$ cat src/rtl/anim_pkg.sv
// Shared types and helpers for the bouncing-box command sequencer.
package anim_pkg;

    localparam int BOX_SIZE = 4;
    localparam int SCREEN_W = 160;
    localparam int SCREEN_H = 120;

    typedef enum logic [2:0] {
        S_IDLE,
        S_CLEAR,
        S_DRAW,
        S_WAIT,
        S_ERASE,
        S_MOVE
    } main_state_t;

    typedef enum logic [3:0] {
        C_IDLE,
        C_X_HI,
        C_X_LO,
        C_Y_SET,
        C_Y_HI,
        C_Y_LO,
        C_B_HI,
        C_B_LO,
        C_WAIT_BUSY,
        C_WAIT_DONE
    } cmd_state_t;

    typedef enum logic {
        DIR_POS = 1'b0,
        DIR_NEG = 1'b1
    } dir_t;

    typedef struct packed {
        dir_t       dir;
        logic [6:0] pos;
    } axis_t;

    // One movement step on a single axis, bouncing off 0 and max.
    function automatic axis_t step_axis(input logic [6:0] pos, input dir_t dir,
                                        input logic [6:0] max);
        axis_t r;
        if (dir == DIR_POS && pos == max) begin
            r.dir = DIR_NEG;
            r.pos = max - 7'd1;
        end else if (dir == DIR_NEG && pos == 7'd0) begin
            r.dir = DIR_POS;
            r.pos = 7'd1;
        end else begin
            r.dir = dir;
            r.pos = (dir == DIR_POS) ? pos + 7'd1 : pos - 7'd1;
        end
        return r;
    endfunction

endpackage

$ cat src/rtl/box_animator_if.sv
// Strobe/coordinate bus between the animator and the 4x4 box drawer.
interface box_animator_if;
    logic       oLoadX;
    logic       oPlotBox;
    logic       oBlack;
    logic [6:0] oXY_Coord;
    logic [2:0] oColour;
    logic       iDone;

    modport master (output oLoadX, oPlotBox, oBlack, oXY_Coord, oColour, input iDone);
    modport slave  (input oLoadX, oPlotBox, oBlack, oXY_Coord, oColour, output iDone);
endinterface

$ cat src/rtl/box_animator_frame_ticker.sv
// Free-running frame divider; tick pulses for one cycle on each wrap.
module frame_ticker #(
    parameter int unsigned FRAME_DIV = 833333
) (
    input  logic clk,
    input  logic rst,
    output logic tick
);
    localparam int CW = (FRAME_DIV > 1) ? $clog2(FRAME_DIV) : 1;

    logic [CW-1:0] cnt;

    always_ff @(posedge clk or posedge rst) begin
        if (rst) begin
            cnt  <= '0;
            tick <= 1'b0;
        end else if (cnt == CW'(FRAME_DIV - 1)) begin
            cnt  <= '0;
            tick <= 1'b1;
        end else begin
            cnt  <= cnt + CW'(1);
            tick <= 1'b0;
        end
    end
endmodule

$ cat src/rtl/box_animator.sv
// Bouncing-box sequencer: erase, move, redraw each step via drawer strobe commands.
module box_animator
    import anim_pkg::*;
#(
    parameter int unsigned FRAME_DIV       = 833333,
    parameter int unsigned FRAMES_PER_STEP = 15,
    parameter logic [6:0]  X_MAX           = 7'd123,
    parameter logic [6:0]  Y_MAX           = 7'd116,
    parameter int unsigned STROBE_LEN      = 2
) (
    input  logic                  iClock,
    input  logic                  iReset,
    input  logic                  iEnable,
    input  logic [2:0]            iColour,
    box_animator_if.master        drw,
    output logic                  oBusy,
    output logic [6:0]            oBoxX,
    output logic [6:0]            oBoxY
);
    localparam int PW = (STROBE_LEN > 1) ? $clog2(STROBE_LEN) : 1;
    localparam int SW = (FRAMES_PER_STEP > 1) ? $clog2(FRAMES_PER_STEP) : 1;

    main_state_t   state;
    cmd_state_t    cmd;
    logic [PW-1:0] ph;
    logic [SW-1:0] steps;
    logic [6:0]    x, y;
    dir_t          dx, dy;
    logic          frame_tick;
    logic          ph_last;
    logic          cmd_done;
    axis_t         nx, ny;

    frame_ticker #(.FRAME_DIV(FRAME_DIV)) u_ticker (
        .clk  (iClock),
        .rst  (iReset),
        .tick (frame_tick)
    );

    assign ph_last  = (ph == PW'(STROBE_LEN - 1));
    assign cmd_done = (cmd == C_WAIT_DONE) && drw.iDone;
    assign nx       = step_axis(x, dx, X_MAX);
    assign ny       = step_axis(y, dy, Y_MAX);
    assign oBoxX    = x;
    assign oBoxY    = y;

    always_ff @(posedge iClock or posedge iReset) begin
        if (iReset) begin
            state         <= S_IDLE;
            cmd           <= C_IDLE;
            ph            <= '0;
            steps         <= '0;
            x             <= '0;
            y             <= '0;
            dx            <= DIR_POS;
            dy            <= DIR_POS;
            drw.oLoadX    <= 1'b0;
            drw.oPlotBox  <= 1'b0;
            drw.oBlack    <= 1'b0;
            drw.oXY_Coord <= '0;
            drw.oColour   <= '0;
            oBusy         <= 1'b0;
        end else begin
            // Command-owning states launch their command while cmd is idle,
            // then advance once the command sub-FSM reports completion.
            case (state)
                S_IDLE: if (iEnable) state <= S_CLEAR;
                S_CLEAR: begin
                    if (cmd == C_IDLE) begin
                        cmd         <= C_B_HI;
                        ph          <= '0;
                        drw.oBlack  <= 1'b1;
                        drw.oColour <= '0;
                        oBusy       <= 1'b1;
                    end else if (cmd_done) begin
                        state <= S_DRAW;
                    end
                end
                S_DRAW, S_ERASE: begin
                    if (cmd == C_IDLE) begin
                        cmd           <= C_X_HI;
                        ph            <= '0;
                        drw.oLoadX    <= 1'b1;
                        drw.oXY_Coord <= x;
                        drw.oColour   <= (state == S_DRAW) ? iColour : 3'b000;
                        oBusy         <= 1'b1;
                    end else if (cmd_done) begin
                        state <= (state == S_DRAW) ? S_WAIT : S_MOVE;
                    end
                end
                S_WAIT: begin
                    if (frame_tick) begin
                        if (steps == SW'(FRAMES_PER_STEP - 1)) begin
                            steps <= '0;
                            state <= iEnable ? S_ERASE : S_IDLE;
                        end else begin
                            steps <= steps + SW'(1);
                        end
                    end
                end
                S_MOVE: begin
                    x     <= nx.pos;
                    dx    <= nx.dir;
                    y     <= ny.pos;
                    dy    <= ny.dir;
                    state <= S_DRAW;
                end
                default: state <= S_IDLE;
            endcase

            if (cmd inside {C_X_HI, C_X_LO, C_Y_SET, C_Y_HI, C_Y_LO, C_B_HI, C_B_LO})
                ph <= ph_last ? '0 : ph + PW'(1);

            case (cmd)
                C_X_HI: if (ph_last) begin
                    cmd        <= C_X_LO;
                    drw.oLoadX <= 1'b0;
                end
                C_X_LO: if (ph_last) begin
                    cmd           <= C_Y_SET;
                    drw.oXY_Coord <= y;
                end
                C_Y_SET: if (ph_last) begin
                    cmd          <= C_Y_HI;
                    drw.oPlotBox <= 1'b1;
                end
                C_Y_HI: if (ph_last) begin
                    cmd          <= C_Y_LO;
                    drw.oPlotBox <= 1'b0;
                end
                C_Y_LO: if (ph_last) cmd <= C_WAIT_BUSY;
                C_B_HI: if (ph_last) begin
                    cmd        <= C_B_LO;
                    drw.oBlack <= 1'b0;
                end
                C_B_LO: if (ph_last) cmd <= C_WAIT_BUSY;
                C_WAIT_BUSY: if (!drw.iDone) cmd <= C_WAIT_DONE;
                C_WAIT_DONE: if (drw.iDone) begin
                    cmd   <= C_IDLE;
                    oBusy <= 1'b0;
                end
                default: ;
            endcase
        end
    end
endmodule

$ cat src/flat_wrapper.sv
// flat-port wrapper written by rule: the top's interface ports become plain ports
module box_animator_flat import anim_pkg::*;
#(
    parameter int unsigned FRAME_DIV       = 833333,
    parameter int unsigned FRAMES_PER_STEP = 15,
    parameter logic [6:0]  X_MAX           = 7'd123,
    parameter logic [6:0]  Y_MAX           = 7'd116,
    parameter int unsigned STROBE_LEN      = 2
)
  (iClock, iReset, iEnable, iColour, oBusy, oBoxX, oBoxY, drw_oLoadX, drw_oPlotBox, drw_oBlack, drw_oXY_Coord, drw_oColour, drw_iDone);
  box_animator_if drw_i ();
  input  logic iClock;
  input  logic iReset;
  input  logic iEnable;
  input  logic [2:0] iColour;
  output logic oBusy;
  output logic [6:0] oBoxX;
  output logic [6:0] oBoxY;
  output wire logic [$bits(drw_i.oLoadX)-1:0] drw_oLoadX;
  output wire logic [$bits(drw_i.oPlotBox)-1:0] drw_oPlotBox;
  output wire logic [$bits(drw_i.oBlack)-1:0] drw_oBlack;
  output wire logic [$bits(drw_i.oXY_Coord)-1:0] drw_oXY_Coord;
  output wire logic [$bits(drw_i.oColour)-1:0] drw_oColour;
  input wire logic [$bits(drw_i.iDone)-1:0] drw_iDone;
  assign drw_oLoadX = drw_i.oLoadX;
  assign drw_oPlotBox = drw_i.oPlotBox;
  assign drw_oBlack = drw_i.oBlack;
  assign drw_oXY_Coord = drw_i.oXY_Coord;
  assign drw_oColour = drw_i.oColour;
  assign drw_i.iDone = drw_iDone;
  box_animator #(.FRAME_DIV(FRAME_DIV), .FRAMES_PER_STEP(FRAMES_PER_STEP), .X_MAX(X_MAX), .Y_MAX(Y_MAX), .STROBE_LEN(STROBE_LEN)) u_core (.iClock(iClock), .iReset(iReset), .iEnable(iEnable), .iColour(iColour), .drw(drw_i), .oBusy(oBusy), .oBoxX(oBoxX), .oBoxY(oBoxY));
endmodule
$ cat config.mk
export PLATFORM = sky130hd
export DESIGN_NAME = box_animator_flat
export DESIGN_NICKNAME = d
export VERILOG_FILES = /design/src/rtl/anim_pkg.sv /design/src/rtl/box_animator_if.sv /design/src/rtl/box_animator_frame_ticker.sv /design/src/rtl/box_animator.sv /design/src/flat_wrapper.sv
export SDC_FILE = /design/constraint.sdc
export NUM_CORES = 1
export LEC_CHECK = 0
export BUFFER_PORTS_ARGS = -buffer_cell sky130_fd_sc_hd__buf_2
export CAP_MARGIN = 20
export CORE_UTILIZATION = 25
export DETAILED_ROUTE_END_ITERATION = 8
export GPL_ROUTABILITY_DRIVEN = 0
export PLACE_DENSITY = 0.48
export SYNTH_ARGS = -nofsm -noshare
export SYNTH_HDL_FRONTEND = slang
export SYNTH_HIERARCHICAL = 1
export SYNTH_SLANG_ARGS = --single-unit
$ cat constraint.sdc
create_clock -name iClock -period 6.37 [get_ports iClock]
set_input_delay 1.274 -clock iClock [delete_from_list [all_inputs] [get_ports iClock]]
set_output_delay 1.274 -clock iClock [all_outputs]
set_load 0.1 [all_outputs]
Word level (Yosys, flattened, before mapping)
Cells that the tools add are included.
{"block": "op_classes", "addsub": 7, "n_mul": 0, "div_mod_pow": 0, "magnitude_cmp": 0, "n_eq_ne": 29, "shift": 0, "n_mux": 58, "bitwise": 2, "n_reduce_logical": 26}
{"cell": "$mux 4", "n": 11}
{"cell": "$mux 7", "n": 6}
{"cell": "$mux 3", "n": 12}
{"cell": "$mux 8", "n": 4}
{"cell": "$pmux 4 s8", "n": 1}
{"cell": "$add 20x1->20 const B", "n": 1}
{"cell": "$eq 20x20->1 const B", "n": 1}
{"cell": "$mux 20", "n": 1}
{"cell": "$mux 1", "n": 19}
{"cell": "$eq 4x3->1 const B", "n": 4}
{"cell": "$pmux 3 s5", "n": 1}
{"cell": "$add 7x1->7 const B", "n": 2}
{"cell": "$eq 7x7->1 const B", "n": 2}
{"cell": "$logic_not 7->1", "n": 2}
{"cell": "$ne 2x1->1 const B", "n": 7}
{"cell": "$sub 7x1->7 const B", "n": 2}
{"cell": "$eq 4x4->1 const B", "n": 3}
{"cell": "$reduce_bool 2->1", "n": 6}
{"cell": "$eq 4x2->1 const B", "n": 2}
{"cell": "$ne 2x2->1 const B", "n": 4}
{"cell": "$pmux 4 s2", "n": 1}
{"cell": "$reduce_and 2->1", "n": 4}
{"cell": "$reduce_and 7->1", "n": 1}
{"cell": "$reduce_bool 7->1", "n": 1}
{"cell": "other kinds (15)", "n": 24}
{"block": "totals", "ff_bits": 63, "latch_bits": 0, "ram_bits": 0, "rom_bits": 0, "n_memories": 0}

Logic depth before layout (Yosys ltp)
Gate-level depths: netlist of the first run.
{"block": "logic_depth", "depth_word": 5, "ltp_mapped": 7, "ltp_nobuf": 6}

Modules after synthesis
The synthesis of the first run kept the hierarchy.
{"mod": "box_animator", "n_inst": 1, "cells_per_inst": 258, "area_each_um2": 2519.9, "seq_area_each_um2": 1051.0}
{"mod": "frame_ticker", "n_inst": 1, "cells_per_inst": 99, "area_each_um2": 1014.7, "seq_area_each_um2": 525.5}

Worst setup path before layout of the first run
OpenSTA, ideal clock, no wires.
{"block": "synth_path", "path_type": "reg-to-reg", "from": "register u_core.x[0], in the netlist u_core/oBoxX[0]", "to": "register u_core.x[6], in the netlist u_core/oBoxX[6]", "arrival_time_ns": 2.495, "required_ns": 6.248, "setup_slack_ns": 3.753, "path_stages_with_launch": 7, "path_buffers": 0, "path_cell_list": "dfrtp_1 -> fa_1 -> a211oi_1 -> or4b_2 -> o2111ai_1 -> mux2i_1 -> nand2_1"}
{"block": "synth_between", "elab_chain_len": 4, "elab_cells_between_ends": 9}
{"element": "start, declared", "line": "box_animator.sv:27", "text": "logic [6:0] x, y;"}
{"element": "start signal, assigned", "line": "box_animator.sv:102", "text": "x <= nx.pos;"}
{"element": "$add 7x1->7 (tied with other cells)", "line": "anim_pkg.sv:52", "text": "r.pos = (dir == DIR_POS) ? pos + 7'd1 : pos - 7'd1;"}
{"element": "$mux 7 or $logic_and 1x1->1 (tied branches)", "line": "anim_pkg.sv:52, anim_pkg.sv:47"}
{"element": "$mux 8", "line": "anim_pkg.sv:47", "text": "end else if (dir == DIR_NEG && pos == 7'd0) begin"}
{"element": "$mux 8 (*)", "line": "anim_pkg.sv:44", "text": "if (dir == DIR_POS && pos == max) begin"}
Every way passes the cells marked *; elsewhere a longest branch is shown, timed or not. The select of a mux whose other input is x is not followed.
A chain may end at the register's enable or synchronous reset.

Worst setup path after layout of the first run
{"block": "layout_path", "from": "register u_core.x[1], in the netlist u_core/oBoxX[1]", "to": "output port oBoxX[1]"}
{"element": "end, declared", "line": "flat_wrapper.sv:17", "text": "output logic [6:0] oBoxX;"}
No word-level cell between the ends.

==> metrics.md, run 1 <==
| Metric | Value |
|---|---|
| Status | `finished, final reports clean` |
| Multiplexer share of the synthesized area | `2.83%` |
| Crit path buf inv count | `1` |
| Fillers | `1431` |
| Total number of vias | `about 2700` |
| Largest net degree at the start of global routing | `43` |
| Max VDD drop | `between 0.0001 and 0.00015 V` |
| Total core area | `between 10000 and 15000 um^2` |
| DRC violations left | `0` |
| Final Skew | `0.00803 ns` |
| I/O Pins | `35` |
| Logic gate share of total power | `1.2%` |
| Via density | `around 4.7` |
| Fin crit share | `41.2%` |
| Mean area per synthesized cell | `around 9.9 um^2` |
| Dpl ws | `4.10 ns` |
| Compound-Gate Fraction of Synth Area | `about 17%` |
| TritonRoute pass-1 iters | `6` |
| Final WS setup | `3.74 ns` |
| Switching power share of the total | `around 20%` |
| Most common cell after layout, fill and taps aside | `dfrtp_1` |
| 1st-iter DRT viols | `between 200 and 300` |
| Switching power | `around 190 uW` |
| Area occupied by multi-input gates | `1830 um^2` |
| Routed wire length | `7.99 mm` |
| Worst setup path class | `flop to primary output` |
| Fmax | `around 380 MHz` |
| Area growth syn-to-layout | `18.0%` |
| Crit path cell chain | `buf_2` |
| Distinct cells, synth | `between 50 and 60` |
| Proportion of layout cells with a drive suffix above 1 | `~17%` |
| Commonest cells after routing, fill and taps aside | `dfrtp_1, buf_2, nor2_1` |
| Critical path arrival | `1.35 ns` |
| FF/Latch Area | `1580 um^2` |
| CTS Hold Bufs | `0` |
| Worst-Skew Late Latency | `approximately 0.33 ns` |
| Main flop type after synthesis | `dfrtp_1` |
| Delay-heaviest family, CP | `flip-flops` |
| Die height | `between 100 and 150 um` |
| Vias in the first global route | `2750` |
| Post-Layout Inst Area | `between 4000 and 5000 um^2` |
| Clock power frac | `about 56%` |
| I/O Buffers | `34` |
| Max Buffers Root-to-Sink | `2` |
| Startpoint Class | `flop` |
| Syn. warnings | `6` |
| Antenna violations before repair | `0` |
| Mapped Area | `3530 um^2` |
| Crit Path Max Fanout | `7` |
| Finish-stage setup viols | `0` |
| P per Cell Area | `roughly 220 nW/um^2` |
| Clock sink count | `63` |
| # H-tree levels | `3` |
| Worst-path clk slew | `0.06 ns` |
| Overall routing resource usage | `between 10% and 20%` |
| Slew headroom | `a little over a third` |
| Syn Nets | `roughly 380` |
| Sequential power share | `a little over two fifths` |
| Slowest CP cell | `dfrtp_1` |
| Critical Path End Type | `primary output` |
| Placed inst area | `between 3000 and 4000 um^2` |
| First-pass GRT wire length | `between 10 and 15 mm` |
| Grt ovf | `0` |
| Post-synth EDFFs | `0` |
| TritonCTS Buffers | `9` |
| Post-route ant nets | `0` |
| Worst Path Required | `5.10 ns` |
| Fin. Hold Viols | `0` |
| Fin. max-slew vios | `0` |
| Main combinational cell family by area after synthesis | `simple AND/OR/NAND/NOR gates` |
| Slew @ Worst Pin | `approximately 0.96 ns` |
| Root buffer cell | `clkbuf_16` |
| Count of cells resized by post-cts repair | `0` |
| Synth Area in XOR/XNOR | `6.19%` |
| Asr flop ratio synth | `100%` |
| RSZ-0062 raised after global routing | `false` |
| Die footprint | `about 15000 um^2` |
| WHS | `a little over 0.5 ns` |
| Final worst path period need | `2.63 ns` |
| HP Class | `flop to flop` |
| Nets | `approximately 420` |
| Sequential fraction of the synthesis area | `between 40% and 50%` |
| Synth Instances | `between 300 and 400` |
| Ant. Diodes | `0` |
| Die Span X | `~120 um` |
| FF+latch count, synth | `63` |
| Slowest stage delay, CP | `0.52 ns` |
| Num rows | `43` |
| CTS tree | `done` |
| Synth Area in Adders | `around 5.4%` |
| Initial Util | `25.6%` |
| Pleak | `0.00189 uW` |
| Max Cap Viol | `0` |
| Post-CTS Setup Repair Bufs | `0` |
| Routed wire per std cell | `approximately 14 um` |
| Internal cell power | `about 740 uW` |
| Setup TNS | `0 ns` |
| DP Wirelength | `5.49 mm` |
| Post-synthesis simple-gate area fraction | `between 20 and 25%` |
registers in the layout, summed over array words and instances, names as in the netlist:
name	flops
u_core/u_ticker/cnt	20
u_core/steps	4
u_core/state	3
u_core/drw.oXY_Coord	7
u_core/drw.oPlotBox	1
u_core/dx	1
u_core/cmd	4
u_core/oBoxY	7
u_core/drw.oBlack	1
u_core/oBoxX	7
u_core/oBusy	1
u_core/u_ticker/tick	1
u_core/drw.oColour	3
u_core/ph	1
u_core/dy	1
u_core/drw.oLoadX	1
cells in the mapped netlist (2+ instances only):
cell | instances | area, um^2
dfrtp_1 | 63 | 1580
nor2_1 | 33 | 124
nand2_1 | 28 | 105
a21oi_1 | 20 | 100
xnor2_1 | 19 | 166
o21ai_0 | 17 | 85.1
inv_1 | 14 | 52.6
nor3_1 | 13 | 65.1
ha_1 | 12 | 150
mux2i_1 | 10 | 100
nand3_1 | 10 | 50.1
nand4_1 | 7 | 43.8
or3_1 | 7 | 43.8
a211oi_1 | 6 | 45.0
xor2_1 | 6 | 52.6
a21o_1 | 5 | 37.5
a221o_1 | 4 | 40.0
a31oi_1 | 4 | 25.0
buf_6 | 4 | 45.0
nand2b_1 | 4 | 25.0
nor3b_1 | 4 | 30.0
o21ai_1 | 4 | 20.0
a22o_1 | 3 | 26.3
clkbuf_1 | 3 | 11.3
nor4_1 | 3 | 18.8
o21ai_2 | 3 | 26.3
o22ai_1 | 3 | 18.8
o31ai_1 | 3 | 22.5
or2_2 | 3 | 18.8
or3b_2 | 3 | 26.3
a32o_1 | 2 | 20.0
fa_1 | 2 | 40.0
nand3b_1 | 2 | 15.0
nand4b_1 | 2 | 17.5
nor2b_1 | 2 | 12.5
o2111ai_1 | 2 | 17.5
o211ai_1 | 2 | 15.0
o21bai_1 | 2 | 15.0
o221ai_1 | 2 | 17.5
or4_1 | 2 | 15.0
or4_4 | 2 | 22.5
or4b_2 | 2 | 20.0
worst reg2reg max path, stage by stage, from the launching register on:
cell      delay (ns)
dfrtp_1         0.52
fa_1            0.48
a211oi_1        0.30
nor3_1          0.10
or3b_2          0.46
nand3b_1        0.17
a31oi_1         0.19
power by group through the flow:
stage | combinational, uW | clock (uW) | sequential, uW
2_1_floorplan | 6.39 | 0 | 408
3_3_place_gp | 11.8 | 0 | 408
3_5_place_dp | 11.9 | 0 | 408
4_1_cts | 11.9 | 527 | 400
5_1_grt | 13.3 | 542 | 400
6_report | 11.0 | 513 | 401
final cells by class:
class | count | share of cell area (%)
Sequential cell | 63 | 37.8
Inverter | 14 | 1.26
Multi-Input combinational cell | 271 | 43.8
Clock buffer | 13 | 6.48
Clock inverter | 3 | 0.960
Tap cell | 180 | 5.40
Timing Repair Buffer | 35 | 4.26
layer usage:
layer  vias up  track usage, %  routed length (um)
met5         -               0                   0
met4         0            5.56                 114
met3        11            3.29                 236
met2        29            19.0                3770
met1      1327            15.3                3870
li1       1382               -                   -
through the flow:
step                      utilization (%)  power [uW]  std cells
after floorplan                         -         414        357
after global placement               27.9         419        563
after detailed placement             27.9         419        563
after CTS                            30.2         939        579
after global routing                 30.2         956        579
final                                30.2         924        579
logic make-up after synthesis:
family,after synthesis
AOI/OAI and AO/OA,88
xor gates and xnor gates,25
adders and majority gates,14
buffers and inverters,23
DFF,63
muxes,10
and+or+nand+nor,134
final timing paths:
check	from	end	slack, ns	cells after the start
max in group asynchronous	iReset	u_core/drw.oLoadX	4.60	2
setup reg to reg	u_core/dy	u_core/oBoxY[6]	4.08	6
hold reg to reg	u_core/drw.oColour[0]	u_core/drw.oColour[0]	0.50	1
setup / recovery	u_core/oBoxX[1]	oBoxX[1]	3.74	1
min in group asynchronous	iReset	u_core/u_ticker/cnt[16]	1.13	2
hold / removal	u_core/drw.oColour[0]	u_core/drw.oColour[0]	0.50	1
(Power assumes the default switching activity.)
==> run 2: changes to the inputs <==
--- a/config.mk
+++ b/config.mk
@@ -5,6 +5,7 @@
 export SDC_FILE = /design/constraint.sdc
 export NUM_CORES = 1
 export LEC_CHECK = 0
+export ABC_AREA = 1
 export BUFFER_PORTS_ARGS = -buffer_cell sky130_fd_sc_hd__buf_2
 export CAP_MARGIN = 20
 export CORE_UTILIZATION = 25
==> constraint.sdc (replaced) <==
create_clock -name iClock -period 2.56 [get_ports iClock]
set_input_delay 0.512 -clock iClock [delete_from_list [all_inputs] [get_ports iClock]]
set_output_delay 0.512 -clock iClock [all_outputs]
set_load 0.1 [all_outputs]
==> metrics.md, run 2 <==
| Metric | Value |
|---|---|
| Most common cell after layout, fill and taps aside | `nand2_1` |
| R2R depth | `7` |
| Num rows | `45` |
| # H-tree levels | `3` |
| Initial Util | `25.6%` |
| RSZ-0062 raised after global routing | `false` |
| Slew headroom | `approximately 46%` |
| TritonCTS Buffers | `9` |
| Finish-stage setup viols | `0` |
| Startpoint Class | `flop` |
| Crit path cell chain | `buf_2` |
| Post-synth top cells | `nand2_1, nor2_1, dfrtp_1, inv_1, nand3_1` |
| Worst-Skew Late Latency | `about 0.34 ns` |
| Mapped Area | `about 3900 um^2` |
| CTS Hold Bufs | `0` |
| Reg2reg setup slack | `approximately 0.83 ns` |
| Slowest CP cell | `dfrtp_1` |
| Final Skew | `0.00419 ns` |
| Post-synth EDFFs | `0` |
| Pleak | `0.00235 uW` |
| Post-synth top area share | `between 40% and 50%` |
| Status | `finished, final reports clean` |
| Area growth syn-to-layout | `18.2%` |
| Synth Instances | `roughly 520` |
| Fin. max-slew vios | `0` |
| Proportion of layout cells with a drive suffix above 1 | `between 10% and 20%` |
| Vias in the first global route | `3511` |
| Asr flop ratio synth | `100%` |
| Routed wire length | `~9.8 mm` |
| Biggest register | `u_core/u_ticker/cnt` |
| DRC violations left | `0` |
| I/O Buffers | `34` |
| Post-route ant nets | `0` |
| Routed wire per std cell | `around 12 um` |
| Post-CTS Setup Repair Bufs | `0` |
| Fillers | `1658` |
| Root buffer cell | `clkbuf_16` |
| Max Buffers Root-to-Sink | `2` |
| Critical Path End Type | `primary output` |
| Sequential fraction of the synthesis area | `between 40% and 50%` |
| Overall routing resource usage | `about an eighth` |
| Count leader, synth | `nand2_1` |
| Die height | `approximately 130 um` |
| Max reg flops | `20` |
| Clock sink count | `63` |
| Synth top area cells | `dfrtp_1, nand2_1, nor2_1` |
| Commonest cells after routing, fill and taps aside | `nand2_1, nor2_1, dfrtp_1` |
| Largest net degree at the start of global routing | `43` |
| Antenna violations before repair | `0` |
| Die Span X | `about 130 um` |
| Fin. Hold Viols | `0` |
| Synth area leader | `dfrtp_1` |
| Total core area | `15300 um^2` |
| WHS | `about 0.31 ns` |
| Via density | `4.56` |
| Critical path arrival | `about 1.3 ns` |
| Delay-heaviest family, CP | `flip-flops` |
| DP Wirelength | `between 7 and 8 mm` |
| Syn. warnings | `6` |
| P per Cell Area | `around 750 nW/um^2` |
| CTS tree | `done` |
| Setup TNS | `0 ns` |
| Mean area per synthesized cell | `roughly 7.5 um^2` |
| First-pass GRT wire length | `between 15 and 20 mm` |
| I/O Pins | `35` |
| Worst setup path class | `flop to primary output` |
| Slowest stage delay, CP | `around 0.48 ns` |
| Distinct cells, synth | `between 40 and 50` |
| Total number of vias | `~3600` |
| Nets | `about 600` |
| 1st-iter DRT viols | `between 200 and 250` |
| Syn Nets | `around 540` |
| Main flop type after synthesis | `dfrtp_1` |
| FF+latch count, synth | `63` |
| Worst-path clk slew | `0.05 ns` |
| Crit Path Max Fanout | `6` |
| Fin crit share | `between 70 and 80%` |
| Worst Path Required | `2.05 ns` |
| Max VDD drop | `0.000534 V` |
| Critical R2R Launch | `u_core/dx` |
| R2r endpoint | `u_core/oBoxX[5]` |
| Ant. Diodes | `0` |
| Crit path buf inv count | `1` |
| Max Cap Viol | `0` |
| Slew @ Worst Pin | `0.816 ns` |
| Die footprint | `between 15000 and 20000 um^2` |
| FF/Latch Area | `about 1600 um^2` |
| Fmax | `between 500 and 600 MHz` |
| Grt ovf | `0` |
| TritonRoute pass-1 iters | `8` |
| Count of cells resized by post-cts repair | `0` |
| Area occupied by multi-input gates | `around 2000 um^2` |
| Final worst path period need | `roughly 1.8 ns` |
| HP Class | `input port to asynchronous set/reset pin` |
==> run 2: area by class of cell <==
| cell class | instances | share of cell area [%] |
|---|---|---|
| Clock buffer | 10 | 5.17 |
| Sequential cell | 63 | 34.1 |
| Clock inverter | 6 | 1.30 |
| Tap cell | 211 | 5.71 |
| Inverter | 70 | 5.68 |
| Timing Repair Buffer | 35 | 3.84 |
| Multi-Input combinational cell | 386 | 44.2 |
==> run 2: where the power goes <==
part / total [uW] / internal, uW / switching (uW) / leakage (uW)
Combinational: 1040 / 230 / 809 / 0.00139
Clock: 1230 / 774 / 460 / 0.000144
Sequential: 1210 / 1070 / 132 / 0.000814
Total: 3480 / 2080 / 1400 / 0.00235
==> run 2: worst max path at each step <==
stage,from,end,slack [ns],cells after the start
3_5_place_dp,u_core/dx,u_core/oBoxX[5],0.83,7
2_1_floorplan,u_core/oBoxY[3],u_core/oBoxY[6],0.53,6
5_1_grt,u_core/oBoxX[0],oBoxX[0],0.69,1
3_3_place_gp,u_core/dx,u_core/oBoxX[5],0.88,7
4_1_cts,u_core/oBoxX[0],oBoxX[0],0.72,1
6_report,u_core/oBoxX[3],oBoxX[3],0.74,1
==> run 2: metal layers <==
| layer | share of wire [%] | vias up | global-route usage [%] |
|---|---|---|---|
| met5 | 0 | - | 0 |
| met4 | 1.6 | 0 | 5.74 |
| met3 | 4.0 | 13 | 2.81 |
| met2 | 47 | 91 | 21.4 |
| met1 | 47 | 1669 | 16.8 |
| li1 | - | 1786 | - |
==> run 2: stage by stage <==
step           instance area (um^2)  cells  setup WS [ns]  power (uW)  utilization [%]
3_3_place_gp                   4330    765          0.877        2270             28.4
3_5_place_dp                   4330    765          0.833        2270             28.4
2_1_floorplan                  3910    523          0.530        2050                -
4_1_cts                        4630    781          0.718        3530             30.3
6_report                       4630    781          0.745        3480             30.3
5_1_grt                        4630    781          0.692        3670             30.3
==> run 2: cells by family (layout without fill, tap and decap cells) <==
| group | count (synthesis) | count (layout) | share of synthesized area, % |
|---|---|---|---|
| compound gates | 66 | 66 | 9.59 |
| buf+inv | 74 | 121 | 7.42 |
| fa+ha+maj | 14 | 14 | 4.86 |
| flops | 63 | 63 | 40.3 |
| simple gates | 288 | 288 | 33.8 |
| xor+xnor | 18 | 18 | 4.03 |
